**src/rtl/uart_rx_param.sv**
```systemverilog
// uart_rx_param: parametrised oversampling UART receiver.
// The serial line passes through a 2-FF synchroniser. Each bit is decided by
// a 2-of-3 majority vote around the bit centre. Received words and their
// error flags are handed off to the consumer with valid/ready.
// Optional feature macro: UART_RX_BREAK_DETECT_EN. When it is defined, an
// all-zero frame is reported on break_det instead of being delivered as a word.
`timescale 1ns/1ps

module uart_rx_param #(
  parameter int CLK_FREQ_HZ = 33330000,
  parameter int BAUD_RATE   = 115200,
  parameter int DATA_BITS   = 8,
  parameter int PARITY      = 0,
  parameter int STOP        = 1
) (
  input  logic                 clk,
  input  logic                 rst_n,
  input  logic                 serial_rx,
  output logic [DATA_BITS-1:0] rx_data,
  output logic                 rx_valid,
  input  logic                 rx_ready,
  output logic                 parity_err,
  output logic                 frame_err,
  output logic                 rx_overrun,
  output logic                 break_det
);

  localparam int CLKS_PER_BIT = CLK_FREQ_HZ / BAUD_RATE;
  localparam int HALF         = CLKS_PER_BIT / 2;
  localparam int CNT_W        = $clog2(CLKS_PER_BIT);
  localparam int IDX_W        = $clog2(DATA_BITS);

  localparam logic [CNT_W-1:0] CNT_S0   = CNT_W'(HALF - 1);
  localparam logic [CNT_W-1:0] CNT_S1   = CNT_W'(HALF);
  localparam logic [CNT_W-1:0] CNT_DEC  = CNT_W'(HALF + 1);
  localparam logic [CNT_W-1:0] CNT_LAST = CNT_W'(CLKS_PER_BIT - 1);
  localparam logic [IDX_W-1:0] IDX_LAST = IDX_W'(DATA_BITS - 1);
  localparam logic [IDX_W-1:0] STP_LAST = IDX_W'(STOP - 1);

  localparam logic [2:0] S_IDLE   = 3'd0;
  localparam logic [2:0] S_START  = 3'd1;
  localparam logic [2:0] S_DATA   = 3'd2;
  localparam logic [2:0] S_PARITY = 3'd3;
  localparam logic [2:0] S_STOP   = 3'd4;
`ifdef UART_RX_BREAK_DETECT_EN
  localparam logic [2:0] S_BRKW   = 3'd5;
`endif

  // Refuse configurations the sampling scheme or framing cannot support.
  if (CLKS_PER_BIT < 8) begin : g_cpb_chk
    $error("uart_rx_param: CLKS_PER_BIT must be at least 8");
  end
  if (DATA_BITS < 5 || DATA_BITS > 9) begin : g_bits_chk
    $error("uart_rx_param: DATA_BITS must be 5..9");
  end
  if (PARITY < 0 || PARITY > 2) begin : g_par_chk
    $error("uart_rx_param: PARITY must be 0, 1 or 2");
  end
  if (STOP < 1 || STOP > 2) begin : g_stop_chk
    $error("uart_rx_param: STOP must be 1 or 2");
  end

  // 2-of-3 majority vote over the three centre samples.
  function automatic logic maj3(input logic a, input logic b, input logic c);
    return (a & b) | (a & c) | (b & c);
  endfunction

  // Parity check: odd needs data^parity = 1, even needs data^parity = 0.
  function automatic logic calc_par_err(input logic [DATA_BITS-1:0] d, input logic p);
    if (PARITY == 1)      return ~(^d ^ p);
    else if (PARITY == 2) return ^d ^ p;
    else                  return 1'b0;
  endfunction

  logic                 sync_p0;
  logic                 rx_s;
  logic                 rx_s_d;
  logic [2:0]           state;
  logic [CNT_W-1:0]     cnt;
  logic [IDX_W-1:0]     idx;
  logic                 samp0;
  logic                 samp1;
  logic [DATA_BITS-1:0] shreg;
  logic                 par_bit;
  logic                 stop_err;
  logic                 done;
  logic                 dec_now;
  logic                 bit_dec;
`ifdef UART_RX_BREAK_DETECT_EN
  logic                 all_zero;
  logic                 brk_frame;
`endif

  assign dec_now = (cnt == CNT_DEC);
  assign bit_dec = maj3(samp0, samp1, rx_s);

  // Synchroniser and edge-detect delay. Resetting to 1 keeps a release from looking like a start edge.
  always_ff @(posedge clk or negedge rst_n) begin
    if (!rst_n) begin
      sync_p0 <= 1'b1;
      rx_s    <= 1'b1;
      rx_s_d  <= 1'b1;
    end else begin
      sync_p0 <= serial_rx;
      rx_s    <= sync_p0;
      rx_s_d  <= rx_s;
    end
  end

  // Sample capture and data/parity shifting. Stale contents are always overwritten before use.
  always_ff @(posedge clk) begin
    if (cnt == CNT_S0) samp0 <= rx_s;
    if (cnt == CNT_S1) samp1 <= rx_s;
    if (state == S_DATA && dec_now) shreg <= {bit_dec, shreg[DATA_BITS-1:1]};
    if (state == S_PARITY && dec_now) par_bit <= bit_dec;
  end

  // Frame sequencer: bit timing, bit/stop indexing and stop-error tracking.
  always_ff @(posedge clk or negedge rst_n) begin
    if (!rst_n) begin
      state    <= S_IDLE;
      cnt      <= '0;
      idx      <= '0;
      stop_err <= 1'b0;
      done     <= 1'b0;
`ifdef UART_RX_BREAK_DETECT_EN
      all_zero  <= 1'b0;
      brk_frame <= 1'b0;
`endif
    end else begin
      done <= 1'b0;
      if (state == S_IDLE || cnt == CNT_LAST) cnt <= '0;
      else                                    cnt <= cnt + 1'b1;

      case (state)
        S_IDLE: begin
          if (rx_s_d && !rx_s) begin
            state    <= S_START;
            idx      <= '0;
            stop_err <= 1'b0;
`ifdef UART_RX_BREAK_DETECT_EN
            all_zero <= 1'b1;
`endif
          end
        end
        S_START: begin
          // A start bit that votes high at its centre was a glitch.
          if (dec_now && bit_dec) state <= S_IDLE;
          else if (cnt == CNT_LAST) state <= S_DATA;
        end
        S_DATA: begin
`ifdef UART_RX_BREAK_DETECT_EN
          if (dec_now) all_zero <= all_zero & ~bit_dec;
`endif
          if (cnt == CNT_LAST) begin
            if (idx == IDX_LAST) begin
              idx   <= '0;
              state <= (PARITY != 0) ? S_PARITY : S_STOP;
            end else begin
              idx <= idx + 1'b1;
            end
          end
        end
        S_PARITY: begin
`ifdef UART_RX_BREAK_DETECT_EN
          if (dec_now) all_zero <= all_zero & ~bit_dec;
`endif
          if (cnt == CNT_LAST) state <= S_STOP;
        end
        S_STOP: begin
          if (dec_now) begin
            if (!bit_dec) stop_err <= 1'b1;
`ifdef UART_RX_BREAK_DETECT_EN
            all_zero <= all_zero & ~bit_dec;
`endif
            // Leave at the centre of the last stop bit so that an early next start edge is caught.
            if (idx == STP_LAST) begin
              done  <= 1'b1;
              state <= S_IDLE;
`ifdef UART_RX_BREAK_DETECT_EN
              brk_frame <= all_zero & ~bit_dec;
              if (all_zero && !bit_dec) state <= S_BRKW;
`endif
            end
          end else if (cnt == CNT_LAST) begin
            idx <= idx + 1'b1;
          end
        end
`ifdef UART_RX_BREAK_DETECT_EN
        S_BRKW: begin
          // The line has to go idle again before a new start edge can count.
          if (rx_s) state <= S_IDLE;
        end
`endif
        default: state <= S_IDLE;
      endcase
    end
  end

  // Output handoff: load on completion when the slot is free, otherwise flag an overrun.
  always_ff @(posedge clk or negedge rst_n) begin
    if (!rst_n) begin
      rx_data    <= '0;
      rx_valid   <= 1'b0;
      parity_err <= 1'b0;
      frame_err  <= 1'b0;
      rx_overrun <= 1'b0;
    end else begin
      rx_overrun <= 1'b0;
      if (rx_valid && rx_ready) rx_valid <= 1'b0;
      if (done) begin
`ifdef UART_RX_BREAK_DETECT_EN
        if (brk_frame) begin
          // A break is not a word; the handoff slot is left alone.
        end else
`endif
        if (!rx_valid || rx_ready) begin
          rx_data    <= shreg;
          parity_err <= calc_par_err(shreg, par_bit);
          frame_err  <= stop_err;
          rx_valid   <= 1'b1;
        end else begin
          rx_overrun <= 1'b1;
        end
      end
    end
  end

`ifdef UART_RX_BREAK_DETECT_EN
  // One-cycle break indication at frame completion.
  always_ff @(posedge clk or negedge rst_n) begin
    if (!rst_n) break_det <= 1'b0;
    else        break_det <= done & brk_frame;
  end
`else
  assign break_det = 1'b0;
`endif

endmodule

```
**config.mk**
```make
export PLATFORM = sky130hd
export DESIGN_NAME = uart_rx_param
export DESIGN_NICKNAME = d
export VERILOG_FILES = /design/src/rtl/uart_rx_param.sv
export SDC_FILE = /design/constraint.sdc
export NUM_CORES = 1
export LEC_CHECK = 0
export BUFFER_PORTS_ARGS = -buffer_cell sky130_fd_sc_hd__buf_2
export CORE_ASPECT_RATIO = 1.2
export CORE_MARGIN = 2
export CORE_UTILIZATION = 40
export CTS_BUF_LIST = sky130_fd_sc_hd__clkbuf_8 sky130_fd_sc_hd__clkbuf_16
export DETAILED_ROUTE_END_ITERATION = 7
export PLACE_DENSITY = 0.59
export SYNTH_ARGS = -nofsm -noshare
export SYNTH_HDL_FRONTEND = slang
export SYNTH_SLANG_ARGS = --single-unit
```
**constraint.sdc**
```tcl
create_clock -name clk -period 2.59 [get_ports clk]
set_input_delay 0.518 -clock clk [delete_from_list [all_inputs] [get_ports clk]]
set_output_delay 0.518 -clock clk [all_outputs]
set_load 0.03 [all_outputs]
```
==> results_dict.tcl <==
set metrics [dict create \
    grt.overflow.total 0 \
    dp_hpwl_mm 1.912 \
    synth.top_cell.area_share_pct 40.06 \
    clk_path_buf_depth 2 \
    final_layout_size_suffix_gt1_share_pct 22.93 \
    grt_pass1_wl_mm 4.767 \
    min_path_type "primary input to asynchronous set/reset pin" \
    period_minus_slack_ns 1.898 \
    fin_tns_setup_ns 0 \
    largest_area_contributor_in_the_synthesized_netlist "sky130_fd_sc_hd__dfrtp_1" \
    reg2reg_from "cnt[6]$_DFF_PN0_" \
    maxSlewViolCount 0 \
    grt_use_total_pct 12.39 \
    routed_wl_mm 2.678 \
    routed-via-count 1032 \
    run_status "completed" \
    critPathRequiredTime_ns 2.59 \
    cts.sink_count 41 \
    drcViolationCount 0 \
    count_of_flip_flops_with_a_built_in_enable_after_synthesis 10 \
    die_h_um 76.44 \
    initial_core_util_pct 41.36 \
    ff2ff_setup_slack_ns 0.69 \
    synth_cells 137 \
    antenna_cells 0 \
    layout.nets 166 \
    post_syn_area_mm2 0.001749 \
    clock_skew_ns 0.005957 \
    finalSetupViolations 0 \
    cellPowerDensity_mw_per_mm2 707.7 \
    criticalPathCategory "register to register" \
    worstPathCellList "nor4b_1 -> nand4_1 -> nor3_1 -> buf_4" \
    drtIter0Drc 41 \
    wl_per_cell_um 12.57 \
    rsz0062_at_grt "false" \
    postCtsSetupBuffers 0 \
    cts_buffers 5 \
    crit_path_end_kind "register" \
    worst_r2r_endpoint "shreg[0]$_DFFE_PP_" \
    async_reset_ff_share_pct 75.61 \
    synth.most_common_cell "sky130_fd_sc_hd__dfrtp_1" \
    synth.ff_latch_count 41 \
    post_synth.cell_area_avg_um2 12.77 \
    grt_pass1_vias 1033 \
    synth_sequential_area_ratio_pct 61.73 \
    total_of_hold_buffers_inserted_after_clock_tree_synthesis 0 \
    finalHoldViolations 0 \
    critical_path_arrival_ns 1.90 \
    core_area_mm2 0.004229 \
    clk_transition_reported_paths_ns 0.08 \
    critical-path-top-delay-family "simple AND/OR/NAND/NOR gates" \
    insertion_delay_ns 0.29 \
    cts_root_buffer "sky130_fd_sc_hd__clkbuf_8" \
    timing.fmax_mhz 526.8 \
    max_cap_violations 0 \
    cp_slowest_stage_delay_ns 0.47 \
    crit_path_top_delay_cell "sky130_fd_sc_hd__nor4b_1" \
    synthFlopType "sky130_fd_sc_hd__dfrtp_1" \
    top_cells_by_area_in_the_synthesized_netlist "sky130_fd_sc_hd__dfrtp_1 40%, sky130_fd_sc_hd__edfxtp_1 17%, sky130_fd_sc_hd__mux2_2 5.8%" \
    critPathLaunchType "register" \
    number_of_rows_in_the_core_area 26 \
    worst_pin_slew_ns 0.6893 \
    cts_tree "yes" \
    clock_tree.htree_level_count 2 \
    number_of_antenna_violations_at_the_first_check_in_global_routing 0 \
    ys.warnings.count 0 \
    synthToLayoutAreaGrowth_pct 13.23 \
    cp_num_buf_inv 1 \
    netlist-cell-type-count 35 \
    period_share_pct 73.29 \
    detail_route.first_pass.iterations 4 \
    slew_headroom_pct 54.04 \
    post_drt_via_cell_ratio 4.845 \
    power_leakage_nw 0.9156 \
    power.total_mw 1.402 \
    irDropWorstVdd_mv 0.3358 \
    reg2reg_depth 4 \
    top_level_ports 17 \
    postCtsResizedCells 0 \
    die_w_um 64.37 \
    antenna_left 0 \
    grt_start_max_net_pins 32 \
    portBuffers 14 \
    cp_max_fo 8 \
    ys_top_cells_by_count "28 x sky130_fd_sc_hd__dfrtp_1, 15 x sky130_fd_sc_hd__nor2_1, 10 x sky130_fd_sc_hd__edfxtp_1" \
    fp.dieArea_mm2 0.004920 \
    routabilityCongestion 0.7820 \
]
sequential cells by signal (all words and copies together), names as in the netlist:
signal      flops
rx_data         8
done            1
frame_err       1
cnt             9
stop_err        1
idx             3
rx_s            1
samp0           1
shreg           8
rx_overrun      1
rx_valid        1
state           3
samp1           1
sync_p0         1
rx_s_d          1
cells in the final DEF, fill, tap and decap left out, types with 3 or more instances in the layout:
cell,netlist,final
sky130_fd_sc_hd__inv_1,8,9
sky130_fd_sc_hd__buf_2,0,14
sky130_fd_sc_hd__mux2_2,9,9
sky130_fd_sc_hd__xnor2_1,5,5
sky130_fd_sc_hd__nand2_1,7,7
sky130_fd_sc_hd__ha_1,6,6
sky130_fd_sc_hd__nor2_1,15,15
sky130_fd_sc_hd__edfxtp_1,10,10
sky130_fd_sc_hd__nand2b_1,3,3
sky130_fd_sc_hd__nand3_1,4,4
sky130_fd_sc_hd__clkbuf_8,0,5
sky130_fd_sc_hd__dfrtp_1,28,28
sky130_fd_sc_hd__o21ai_0,4,4
sky130_fd_sc_hd__dfstp_2,3,3
sky130_fd_sc_hd__nor3_1,4,4
sky130_fd_sc_hd__nor3b_1,3,3
metal layers:
layer	GRT usage (%)	wire, µm	vias to the layer above	share of wire [%]
li1	-	-	504	-
met3	4.431	107	6	4.0
met4	5.106	51	0	1.9
met2	19.58	1342	20	50
met5	0	0	-	0
met1	15.27	1176	502	44
area by class of cell:
cell class | count | area, µm²
clock inverters | 3 | 37.54
multi-input cells | 84 | 609.3
repair buffers | 16 | 85.08
well taps | 56 | 70.07
flip-flops and latches | 41 | 1080
fillers | 412 | 2248
inverters | 8 | 30.03
clock buffers | 5 | 68.82
logic make-up after synthesis:
logic type / after synthesis / synth area share (%)
compound gates: 11 / 4.006
simple gates: 45 / 14.45
fa+ha+maj: 7 / 4.864
xor+xnor: 7 / 3.505
buf+inv: 13 / 3.648
mux: 12 / 7.582
other cells: 1 / 0.2144
flops: 41 / 61.73
power by group:
part | internal (mW) | total [mW] | switching, mW
clock network | 0.280 | 0.490 | 0.210
registers | 0.703 | 0.759 | 0.0560
logic | 0.0619 | 0.152 | 0.0901
stage by stage:
step / hold WS (ns) / worst slack, ns / instance area [µm²] / utilization, % / std cells
finish: 0.2655 / 0.6918 / 1981 / 46.83 / 213
global route: 0.2941 / 0.5322 / 1981 / 46.83 / 213
CTS: 0.2822 / 0.7007 / 1981 / 46.83 / 213
detailed placement: 0.3478 / 0.7168 / 1874 / 44.32 / 205
global placement: 0.3465 / 0.7945 / 1874 / 44.32 / 205
floorplan: 0.2224 / 0.5395 / 1753 / - / 138
worst max path at each step:
stage,startpoint,to,slack [ns],cells past startpoint
after floorplan,cnt[6]$_DFF_PN0_,shreg[0]$_DFFE_PP_,0.54,3
after global placement,cnt[4]$_DFF_PN0_,idx[2]$_DFFE_PN0P_,0.79,4
after detailed placement,cnt[4]$_DFF_PN0_,idx[2]$_DFFE_PN0P_,0.72,4
after CTS,cnt[4]$_DFF_PN0_,idx[2]$_DFFE_PN0P_,0.70,4
after global routing,cnt[5]$_DFF_PN0_,shreg[0]$_DFFE_PP_,0.53,4
final,cnt[6]$_DFF_PN0_,shreg[0]$_DFFE_PP_,0.69,4
Power figures use the tool's default switching activity.
